==> config.mk <==
export PLATFORM = sky130hd
export DESIGN_NAME = rom_frame_streamer
export DESIGN_NICKNAME = d
export VERILOG_FILES = /design/src/rtl/rom_stream_pkg.sv /design/src/rtl/rom_stream_fifo.sv /design/src/rtl/rom_frame_streamer.sv
export SDC_FILE = /design/constraint.sdc
export NUM_CORES = 1
export LEC_CHECK = 0
export ABC_AREA = 1
export CAP_MARGIN = 10
export CORE_AREA = 3 3 119 121
export CTS_CLUSTER_SIZE = 30
export DETAILED_ROUTE_END_ITERATION = 8
export DIE_AREA = 0 0 122 124
export PLACE_DENSITY = 0.85
export SLEW_MARGIN = 0
export SYNTH_ARGS = -nofsm -noshare
export SYNTH_HDL_FRONTEND = slang
export SYNTH_SLANG_ARGS = --single-unit
==> constraint.sdc <==
create_clock -name clock -period 4.4 [get_ports clock]
set_input_delay 0.88 -clock clock [delete_from_list [all_inputs] [get_ports clock]]
set_output_delay 0.88 -clock clock [all_outputs]
set_load 0.02 [all_outputs]
==> src/rtl/rom_stream_pkg.sv <==
// Shared types and helpers for the ROM frame streamer: FSM state encoding,
// default ROM latency and the ones' complement accumulate step.
package rom_stream_pkg;

   localparam int unsigned ROM_LATENCY_DEF = 2;

   typedef enum logic [1:0] {
      StIdle,
      StFetch,
      StDrain,
      StDone
   } state_e;

   // 16-bit add with end-around carry; a single fold cannot carry out again.
   function automatic logic [15:0] csum_fold_add(input logic [15:0] a, input logic [15:0] b);
      logic [16:0] sum;
      sum = {1'b0, a} + {1'b0, b};
      return sum[15:0] + {15'd0, sum[16]};
   endfunction

endpackage

==> src/rtl/rom_stream_fifo.sv <==
// Synchronous FIFO carrying stream beats (data plus sop/eop) with occupancy output.
// First-word fall-through: rdata_o shows the head entry whenever empty_o is low.
module rom_stream_fifo #(
   parameter int unsigned DEPTH = 4,
   parameter int unsigned WIDTH = 34
) (
   input  logic                       clk_i,
   input  logic                       flush_i,
   input  logic                       push_i,
   input  logic [WIDTH-1:0]           wdata_i,
   input  logic                       pop_i,
   output logic [WIDTH-1:0]           rdata_o,
   output logic                       empty_o,
   output logic [$clog2(DEPTH+1)-1:0] count_o
);

   localparam int unsigned CNT_W = $clog2(DEPTH + 1);
   localparam int unsigned PTR_W = (DEPTH > 1) ? $clog2(DEPTH) : 1;

   logic [WIDTH-1:0] mem_q [DEPTH];
   logic [PTR_W-1:0] wr_ptr_q, wr_ptr_d;
   logic [PTR_W-1:0] rd_ptr_q, rd_ptr_d;
   logic [CNT_W-1:0] count_q, count_d;
   logic             do_push;
   logic             do_pop;

   always_comb begin
      do_push  = push_i && (count_q != CNT_W'(DEPTH));
      do_pop   = pop_i && (count_q != '0);
      wr_ptr_d = wr_ptr_q;
      rd_ptr_d = rd_ptr_q;
      if (do_push) begin
         wr_ptr_d = (wr_ptr_q == PTR_W'(DEPTH - 1)) ? '0 : wr_ptr_q + PTR_W'(1);
      end
      if (do_pop) begin
         rd_ptr_d = (rd_ptr_q == PTR_W'(DEPTH - 1)) ? '0 : rd_ptr_q + PTR_W'(1);
      end
      count_d = count_q + CNT_W'(do_push) - CNT_W'(do_pop);
   end

   always_ff @(posedge clk_i) begin
      if (flush_i) begin
         wr_ptr_q <= '0;
         rd_ptr_q <= '0;
         count_q  <= '0;
      end else begin
         wr_ptr_q <= wr_ptr_d;
         rd_ptr_q <= rd_ptr_d;
         count_q  <= count_d;
      end
   end

   // Storage needs no reset; occupancy alone decides what is visible.
   always_ff @(posedge clk_i) begin
      if (do_push) begin
         mem_q[wr_ptr_q] <= wdata_i;
      end
   end

   assign rdata_o = mem_q[rd_ptr_q];
   assign empty_o = (count_q == '0);
   assign count_o = count_q;

endmodule

==> src/rtl/rom_frame_streamer.sv <==
// Streams a word range of the template ROM as a sop/eop framed valid/ready stream.
// Optional checksum generation is enabled by defining ROM_STREAM_CSUM_EN.
module rom_frame_streamer
   import rom_stream_pkg::*;
#(
   parameter int unsigned ADDR_W      = 11,
   parameter int unsigned DATA_W      = 32,
   parameter int unsigned LEN_W       = 12,
   parameter int unsigned ROM_LATENCY = ROM_LATENCY_DEF,
   parameter int unsigned FIFO_DEPTH  = 4
) (
   input  logic              clock,
   input  logic              reset,
   input  logic              start,
   input  logic [ADDR_W-1:0] base_addr,
   input  logic [LEN_W-1:0]  len,
   output logic              busy,
   output logic              done,
   output logic [ADDR_W-1:0] rom_address,
   input  logic [DATA_W-1:0] rom_q,
   output logic [DATA_W-1:0] out_data,
   output logic              out_valid,
   input  logic              out_ready,
   output logic              out_sop,
   output logic              out_eop,
   output logic [15:0]       csum
);

   localparam int unsigned CNT_W = $clog2(FIFO_DEPTH + 1);

   if (FIFO_DEPTH < ROM_LATENCY + 1) begin : g_depth_check
      $error("FIFO_DEPTH must be at least ROM_LATENCY+1");
   end
   if (ROM_LATENCY < 1) begin : g_latency_check
      $error("ROM_LATENCY must be at least 1");
   end

   state_e                 state_q, state_d;
   logic [ADDR_W-1:0]      rom_address_q, rom_address_d;
   logic [LEN_W-1:0]       rem_q, rem_d;
   logic                   first_q, first_d;
   logic [ROM_LATENCY-1:0] inflight_q, inflight_d;
   logic [ROM_LATENCY-1:0] sop_pipe_q, sop_pipe_d;
   logic [ROM_LATENCY-1:0] eop_pipe_q, eop_pipe_d;

   logic                   issue;
   logic                   beat_xfer;
   logic [31:0]            occupancy;
   logic                   fifo_push;
   logic [DATA_W+1:0]      fifo_wdata;
   logic [DATA_W+1:0]      fifo_rdata;
   logic                   fifo_empty;
   logic [CNT_W-1:0]       fifo_count;

   // Reads still travelling through the ROM count against FIFO space.
   assign occupancy = 32'(fifo_count) + 32'($countones(inflight_q));
   assign beat_xfer = out_valid && out_ready;

   always_comb begin
      state_d       = state_q;
      rom_address_d = rom_address_q;
      rem_d         = rem_q;
      first_d       = first_q;
      issue         = 1'b0;
      unique case (state_q)
         StIdle: begin
            if (start) begin
               rom_address_d = base_addr;
               rem_d         = len;
               first_d       = 1'b1;
               state_d       = (len == '0) ? StDone : StFetch;
            end
         end
         StFetch: begin
            if (occupancy < 32'(FIFO_DEPTH)) begin
               issue         = 1'b1;
               rom_address_d = rom_address_q + ADDR_W'(1);
               rem_d         = rem_q - LEN_W'(1);
               first_d       = 1'b0;
               if (rem_q == LEN_W'(1)) begin
                  state_d = StDrain;
               end
            end
         end
         StDrain: begin
            if (beat_xfer && out_eop) begin
               state_d = StDone;
            end
         end
         StDone: begin
            state_d = StIdle;
         end
         default: begin
            state_d = StIdle;
         end
      endcase
   end

   // Beat markers ride alongside each read so the FIFO entry is self-describing.
   always_comb begin
      inflight_d = (inflight_q << 1) | ROM_LATENCY'(issue);
      sop_pipe_d = (sop_pipe_q << 1) | ROM_LATENCY'(issue && first_q);
      eop_pipe_d = (eop_pipe_q << 1) | ROM_LATENCY'(issue && (rem_q == LEN_W'(1)));
   end

   always_ff @(posedge clock) begin
      if (reset) begin
         state_q       <= StIdle;
         rom_address_q <= '0;
         rem_q         <= '0;
         first_q       <= 1'b0;
         inflight_q    <= '0;
         sop_pipe_q    <= '0;
         eop_pipe_q    <= '0;
      end else begin
         state_q       <= state_d;
         rom_address_q <= rom_address_d;
         rem_q         <= rem_d;
         first_q       <= first_d;
         inflight_q    <= inflight_d;
         sop_pipe_q    <= sop_pipe_d;
         eop_pipe_q    <= eop_pipe_d;
      end
   end

   assign fifo_push  = inflight_q[ROM_LATENCY-1];
   assign fifo_wdata = {sop_pipe_q[ROM_LATENCY-1], eop_pipe_q[ROM_LATENCY-1], rom_q};

   rom_stream_fifo #(
      .DEPTH(FIFO_DEPTH),
      .WIDTH(DATA_W + 2)
   ) u_fifo (
      .clk_i  (clock),
      .flush_i(reset),
      .push_i (fifo_push),
      .wdata_i(fifo_wdata),
      .pop_i  (out_ready),
      .rdata_o(fifo_rdata),
      .empty_o(fifo_empty),
      .count_o(fifo_count)
   );

   assign out_valid   = !fifo_empty;
   assign out_data    = fifo_rdata[DATA_W-1:0];
   assign out_sop     = out_valid && fifo_rdata[DATA_W+1];
   assign out_eop     = out_valid && fifo_rdata[DATA_W];
   assign rom_address = rom_address_q;
   assign busy        = (state_q == StFetch) || (state_q == StDrain);
   assign done        = (state_q == StDone);

`ifdef ROM_STREAM_CSUM_EN
   logic [15:0] acc_q, acc_d;
   logic [15:0] csum_q, csum_d;

   always_comb begin
      acc_d  = acc_q;
      csum_d = csum_q;
      if ((state_q == StIdle) && start) begin
         acc_d  = '0;
         csum_d = '0;
      end else if (beat_xfer) begin
         acc_d = csum_fold_add(csum_fold_add(acc_q, out_data[DATA_W-1 -: 16]), out_data[15:0]);
      end
      // Latch the final result as the FSM enters DONE, including the eop beat.
      if ((state_d == StDone) && (state_q != StDone)) begin
         csum_d = ~acc_d;
      end
   end

   always_ff @(posedge clock) begin
      if (reset) begin
         acc_q  <= '0;
         csum_q <= '0;
      end else begin
         acc_q  <= acc_d;
         csum_q <= csum_d;
      end
   end

   assign csum = csum_q;
`else
   assign csum = 16'h0000;
`endif

endmodule

==> results of run 1 <==
-- layer usage --
metal  routed length [um]  global-route usage  share of wire  up-vias
met2                 8070               0.362           0.50      243
met1                 6640               0.280           0.41     2660
li1                     -                   -              -     2719
met3                 1360              0.0545          0.084       16
met4                  197              0.0861          0.012        0
met5                    0                   0              0        -
-- flip-flops by register name (all words and copies together) (netlist names), named ones only --
| name | count |
|---|---|
| inflight_q | 2 |
| u_fifo.count_o | 3 |
| eop_pipe_q | 2 |
| u_fifo.wr_ptr_q | 2 |
| first_q | 1 |
| rem_q | 12 |
| u_fifo.mem_q | 136 |
| sop_pipe_q | 2 |
| u_fifo.rd_ptr_q | 2 |
| state_q | 2 |
| rom_address | 11 |
-- kinds of logic after synthesis --
group | Yosys count | share of synthesized area
AO/OA/AOI/OAI | 157 | 0.111
XOR/XNOR | 3 | 0.00343
adder cells (fa/ha/maj) | 17 | 0.0287
buffers and inverters | 114 | 0.0692
flip-flops | 177 | 0.639
multiplexers | 1 | 0.00131
other | 1 | 0.000489
AND/OR/NAND/NOR | 276 | 0.146
-- through the flow --
step	area, sq um	util
global route	9400	0.713
floorplan	7730	-
CTS	9400	0.713
finish	9400	0.713
global placement	8810	0.668
detailed placement	8810	0.668
-- how the worst max path moves through the flow --
stage                                        end  cells after the start  slack, ns
floorplan           u_fifo.mem_q[2][0]$_DFFE_PP_                      4       1.95
global placement                         out_sop                      4       1.36
detailed placement                       out_sop                      4       1.33
CTS                                  out_data[7]                      4       0.84
global route                        out_data[23]                      4       0.66
finish                               out_data[7]                      4       0.82
-- Yosys cell counts (all sizes together) --
cell type | n | area share
mux2i | 1 | 0.0013
clkinv | 1 | 0.00049
conb | 1 | 0.00049
nor2 | 126 | 0.062
clkbuf | 24 | 0.012
o31ai | 2 | 0.0026
nor3 | 2 | 0.0013
xnor2 | 1 | 0.0011
dfxtp | 41 | 0.11
a211oi | 1 | 0.00098
o21ai | 87 | 0.057
fa | 1 | 0.0026
nand3 | 29 | 0.020
edfxtp | 136 | 0.53
nand2 | 113 | 0.057
nand4 | 4 | 0.0033
o211a | 2 | 0.0026
ha | 16 | 0.026
a22oi | 1 | 0.00098
nand3b | 2 | 0.0020
o22ai | 32 | 0.026
inv | 65 | 0.032
a31oi | 3 | 0.0024
buf | 24 | 0.025
xor2 | 2 | 0.0023
a21oi | 29 | 0.019
-- layout by cell type, fill, tap and decap left out, types with 17 or more instances in the layout --
cell type        synthesis  routed
a21oi_1                 29      29
clkbuf_16                0      17
clkdlybuf4s50_1          0     106
dfxtp_1                 41      40
edfxtp_1               136     136
inv_1                   63      62
nand2_1                108     108
nand3_1                 27      27
nor2_1                 124     120
o21ai_0                 87      87
o22ai_1                 32      32
-- where the power goes --
part           internal, uW  switching, uW
clock network           812            685
registers              1960            131
logic                   835           1340
-- critical path, stage by stage, from the launching register on --
cell and delay [ns]:
dfxtp_2 0.33, inv_2 0.76, o21ai_0 0.22, o22ai_1 0.29, clkdlybuf4s50_1 0.66
-- cell type report --
type	count	area, sq um
fillers	914	3790
clock inverters	14	161
inverters	66	248
repair buffers	113	1110
well taps	176	220
clock buffers	18	429
flip-flops and latches	177	4910
multi-input cells	470	2320
==> reports/qor.txt, run 1 <==
Largest net degree at the start of global routing -> 69
Global-route wire length before repair -> 25500 um
Tightest Hold Check Type -> flip-flop to flip-flop
Clock period minus worst slack -> 3.58 ns
Status -> finished clean
Yosys synthesis warning count -> 0
Total CTS buffers -> 17
FP Rows -> 42
Mapped Cells -> 746
Max Cap Viol -> 0
Post-synthesis cell type count -> 35
Layout Cells excl Fill -> 1034
Initial core utilization -> 0.581
Final Hold Viols -> 0
Global route total overflow -> 0
Cells on Worst Hold Path -> 2
Area of the die -> 0.0151 sq mm
RSZ-0062 raised after global routing -> no
Antenna diode count -> 0
Total Power -> 5760 uW
Seq/Total Area, Yosys -> 0.639
Clock latency on the worst-skew pair -> 0.43 ns
Core outline area -> 0.0132 sq mm
Clk_skew -> 0.0106 ns
Critical Path AT -> 2.70 ns
CTS Sinks -> 177
Placer congestion estimate -> 0.898
Root buffer cell -> clkbuf_16
Post-CTS resize count -> 0
Vias -> 5638
Mean post-synth cell area -> 10.3 sq um
Final worst setup slack -> 0.821 ns
Reg2Reg Setup Slack -> 2.03 ns
GRT Overall Usage -> 0.219
Reg-to-Reg End -> u_fifo.count_o[2]$_SDFF_PP0_
Final #Nets -> 921
Post-DP HPWL -> 9460 um
Cell Count Post-Placement -> 1002
Post CTS Setup Buffer Count -> 0
F_max -> 279 MHz
Count of input and output buffers -> 106
Type of element capturing the critical path -> output port
WL/cell -> 15.7 um
Pre-CTS WS -> 1.33 ns
Routed wire length -> 16300 um
Worst ir drop on vdd -> 0.000363 V
Critical R2R Launch -> u_fifo.count_o[2]$_SDFF_PP0_
Layout cells sized above 1 -> 0.0653
Final setup violation count -> 0
Fin crit share -> 0.813
Area grow syn2layout -> 22.5%
Hold EP -> eop_pipe_q[1]$_SDFF_PP0_
Yosys reg bits -> 177
Iteration-0 DRC count of the detailed router -> 583
Drt pass-1 iters -> 6
CTS Buffer Depth -> 2
Rel. slew slack -> 0.252
CP Max Fanout -> 68
Pwr/cell area -> 613 mW/mm^2
Initial antenna violation count -> 0
CTS tree -> done
DIE WIDTH -> 122 um
Worst endpoint required time -> 3.52 ns
Critical path type -> flip-flop to output port
Setup_tns -> 0 ns
Min-Delay Startpoint -> eop_pipe_q[0]$_SDFF_PP0_
# hold bufs at CTS -> 0
Tightest Pin Transition -> 1.12 ns
Max-slew violations -> 0
Worst setup SP type -> flip-flop
P_leak -> 0.00355 uW
Vias in the first global route -> 5259
DRC viols -> 0
Vias per std cell -> 5.45
Die height -> 124 um
CTS clk-pin slew, worst paths -> 0.07 ns
Top Ports -> 123
Min Hold Slack -> 0.415 ns
Worst-case reg-to-reg path depth -> 7
Antenna viol nets, final -> 0
Synthesized area -> 0.00767 sq mm
Htree depth -> 4
Power figures use the tool's default switching activity.
==> inputs of run 2 (changes only) <==
- CORE_AREA: 3 3 119 121 -> 3 3 124 126
- DIE_AREA: 0 0 122 124 -> 0 0 127 129
- PLACE_DENSITY: 0.85 -> 0.79
- clock period: 4.4 -> 3.47 ns (I/O delays scaled with it)
==> run 2 against run 1 <==
Net effect: core utilization is 5.6 points lower; setup slack got worse by 0.50 ns; final cell count up 1.3%; clock-buffer cell count stayed put; worst hold slack lost 0.011 ns; wire length is 3.8% lower; register-to-register slack lost 0.61 ns; clock skew decreased by 0.0014 ns; final area rose by 0.83%.
==> reports/qor.txt, run 2 (synthesis gave the netlist of run 1 again) <==
Status -> finished clean (unchanged)
Min Hold Slack -> 0.404 ns (was 0.415 ns)
Final Hold Viols -> 0 (unchanged)
CTS clk-pin slew, worst paths -> 0.06 ns (was 0.07 ns)
CTS tree -> done (unchanged)
Critical R2R Launch -> state_q[1]$_SDFFE_PP0P_ (was u_fifo.count_o[2]$_SDFF_PP0_)
Largest Register -> u_fifo.mem_q (unchanged)
Worst setup SP type -> flip-flop (unchanged)
Critical path type -> flip-flop to output port (unchanged)
Area of the die -> 0.0164 sq mm (was 0.0151 sq mm)
P_leak -> 0.00359 uW (was 0.00355 uW)
GRT Overall Usage -> 0.196 (was 0.219)
CTS Buffer Depth -> 2 (unchanged)
Setup_tns -> 0 ns (unchanged)
Largest register FFs -> 136 (unchanged)
Placer congestion estimate -> 0.825 (was 0.898)
Reg2Reg Setup Slack -> 1.42 ns (was 2.03 ns)
Die height -> 129 um (was 124 um)
Post-DP HPWL -> 9710 um (was 9460 um)
Final setup violation count -> 0 (unchanged)
Root buffer cell -> clkbuf_16 (unchanged)
Leading cell types in the layout, fill and taps excluded -> edfxtp_1 (136), nor2_1 (120), nand2_1 (108), clkdlybuf4s50_1 (106), o21ai_0 (87) (unchanged)
Clock period minus worst slack -> 3.15 ns
Antenna viol nets, final -> 0 (unchanged)
Hold EP -> sop_pipe_q[1]$_SDFF_PP0_ (was eop_pipe_q[1]$_SDFF_PP0_)
Htree depth -> 4 (unchanged)
Drt pass-1 iters -> 5 (was 6)
Final #Nets -> 926 (was 921)
Worst ir drop on vdd -> 0.000394 V (was 0.000363 V)
Area grow syn2layout -> 23.6% (was 22.5%)
Min-Delay Startpoint -> sop_pipe_q[0]$_SDFF_PP0_ (was eop_pipe_q[0]$_SDFF_PP0_)
Global-route wire length before repair -> 25100 um (was 25500 um)
Cells on Worst Hold Path -> 2 (unchanged)
Commonest non-fill, non-tap cell in the layout -> edfxtp_1 (unchanged)
Tightest Hold Check Type -> flip-flop to flip-flop (unchanged)
Initial antenna violation count -> 0 (unchanged)
Global route total overflow -> 0 (unchanged)
F_max -> 317 MHz
WL/cell -> 14.9 um (was 15.7 um)
Routed wire length -> 15600 um (was 16300 um)
Worst stage delay on the critical path -> 0.66 ns (was 0.76 ns)
Type of element capturing the critical path -> output port (unchanged)
Worst endpoint required time -> 2.78 ns (was 3.52 ns)
Max-slew violations -> 0 (unchanged)
FP Rows -> 44 (was 42)
Rel. slew slack -> 0.269 (was 0.252)
Clock latency on the worst-skew pair -> 0.43 ns (about the same)
Pwr/cell area -> 775 mW/mm^2 (was 613 mW/mm^2)
Fillcell total -> 1092 (was 914)
CTS Sinks -> 177 (unchanged)
Layout cells sized above 1 -> 0.0684 (was 0.0653)
Iteration-0 DRC count of the detailed router -> 435 (was 583)
Post CTS Setup Buffer Count -> 0 (unchanged)
Vias -> 5560 (was 5638)
DRC viols -> 0 (unchanged)
Critical Path AT -> 2.46 ns (was 2.70 ns)
Fin crit share -> 0.908
Reg-to-Reg End -> rem_q[3]$_SDFFE_PP0P_ (was u_fifo.count_o[2]$_SDFF_PP0_)
Max Cap Viol -> 0 (unchanged)
Worst-case reg-to-reg path depth -> 9 (was 7)
CP Max Fanout -> 68 (unchanged)
Slowest stage cell, crit path -> clkdlybuf4s50_1 (was inv_2)
Vias in the first global route -> 5337 (was 5259)
Vias per std cell -> 5.31 (was 5.45)
# hold bufs at CTS -> 0 (unchanged)
Antenna diode count -> 0 (unchanged)
Core outline area -> 0.0144 sq mm (was 0.0132 sq mm)
Cell-by-cell trace of the critical path -> clkinv_1 -> buf_12 -> nand2_1 -> nand3_1 -> a21oi_1 -> clkdlybuf4s50_1 (was inv_2 -> o21ai_0 -> o22ai_1 -> clkdlybuf4s50_1)
DIE WIDTH -> 127 um (was 122 um)
Count of input and output buffers -> 106 (unchanged)
Post-CTS resize count -> 0 (unchanged)
Largest net degree at the start of global routing -> 69 (unchanged)
Initial core utilization -> 0.532 (was 0.581)
Clk_skew -> 0.00922 ns (was 0.0106 ns)
Total CTS buffers -> 17 (unchanged)
Top Ports -> 123 (unchanged)
RSZ-0062 raised after global routing -> no (unchanged)
Tightest Pin Transition -> 1.09 ns (was 1.12 ns)
run 2: cell types whose count changed in the layout (fill, tap and decap cells not counted), moves of 2 or more:
cell       before  now
buf_4           7   11
bufinv_16       1    3
clkinv_1        1    3
clkinv_2        0    2
inv_6           5    3
inv_8           4    2
run 2: through the flow:
stage / utilization / total power [uW] / std cells / worst slack (ns) / cell area (sq um)
detailed placement: 0.615 / 5440 / 1015 / 0.754 / 8870
floorplan: - / 4480 / 761 / 1.02 / 7730
CTS: 0.657 / 7390 / 1047 / 0.284 / 9480
finish: 0.657 / 7340 / 1047 / 0.319 / 9480
global route: 0.657 / 7800 / 1047 / 0.202 / 9480
global placement: 0.615 / 5390 / 1015 / 0.816 / 8870
run 2: layout make-up:
type / instances / area [sq um] / area share
Clock buffer: 18 / 429 / 0.0453
Sequential cell: 177 / 4910 / 0.518
Inverter: 66 / 248 / 0.0261
Timing Repair Buffer: 118 / 1160 / 0.123
Clock inverter: 14 / 179 / 0.0189
Tap cell: 184 / 230 / 0.0243
Multi-Input combinational cell: 470 / 2320 / 0.245
run 2: how the worst max path moves through the flow:
stage                                         start                            to  slack (ns)  cells past startpoint
floorplan           u_fifo.wr_ptr_q[0]$_SDFFE_PP0P_  u_fifo.mem_q[2][0]$_DFFE_PP_        1.02                      4
global placement                          flip-flop                       out_eop        0.82                      6
detailed placement                        flip-flop                       out_eop        0.75                      6
CTS                                       flip-flop                       out_eop        0.28                      6
global route                              flip-flop                       out_eop        0.20                      6
finish                                    flip-flop                       out_eop        0.32                      6
run 2: power by group:
| group | internal [uW] | switching [uW] | total, uW |
|---|---|---|---|
| clock network | 1150 | 792 | 1940 |
| logic | 1080 | 1670 | 2740 |
| registers | 2480 | 182 | 2660 |
| total | 4700 | 2640 | 7340 |
run 2: per-layer routing:
metal / part of all wire / GRT usage
met1: 0.41 / 0.243
met2: 0.51 / 0.333
met3: 0.068 / 0.0523
met4: 0.015 / 0.0713
met5: 0 / 0
run 2: worst max-delay path: cells and delay by family (launching register included):
family	cells	cell delay, ns
and+or+nand+nor	2	0.18
AOI/OAI and AO/OA	1	0.17
buffers and inverters	3	1.09
DFF	1	0.58
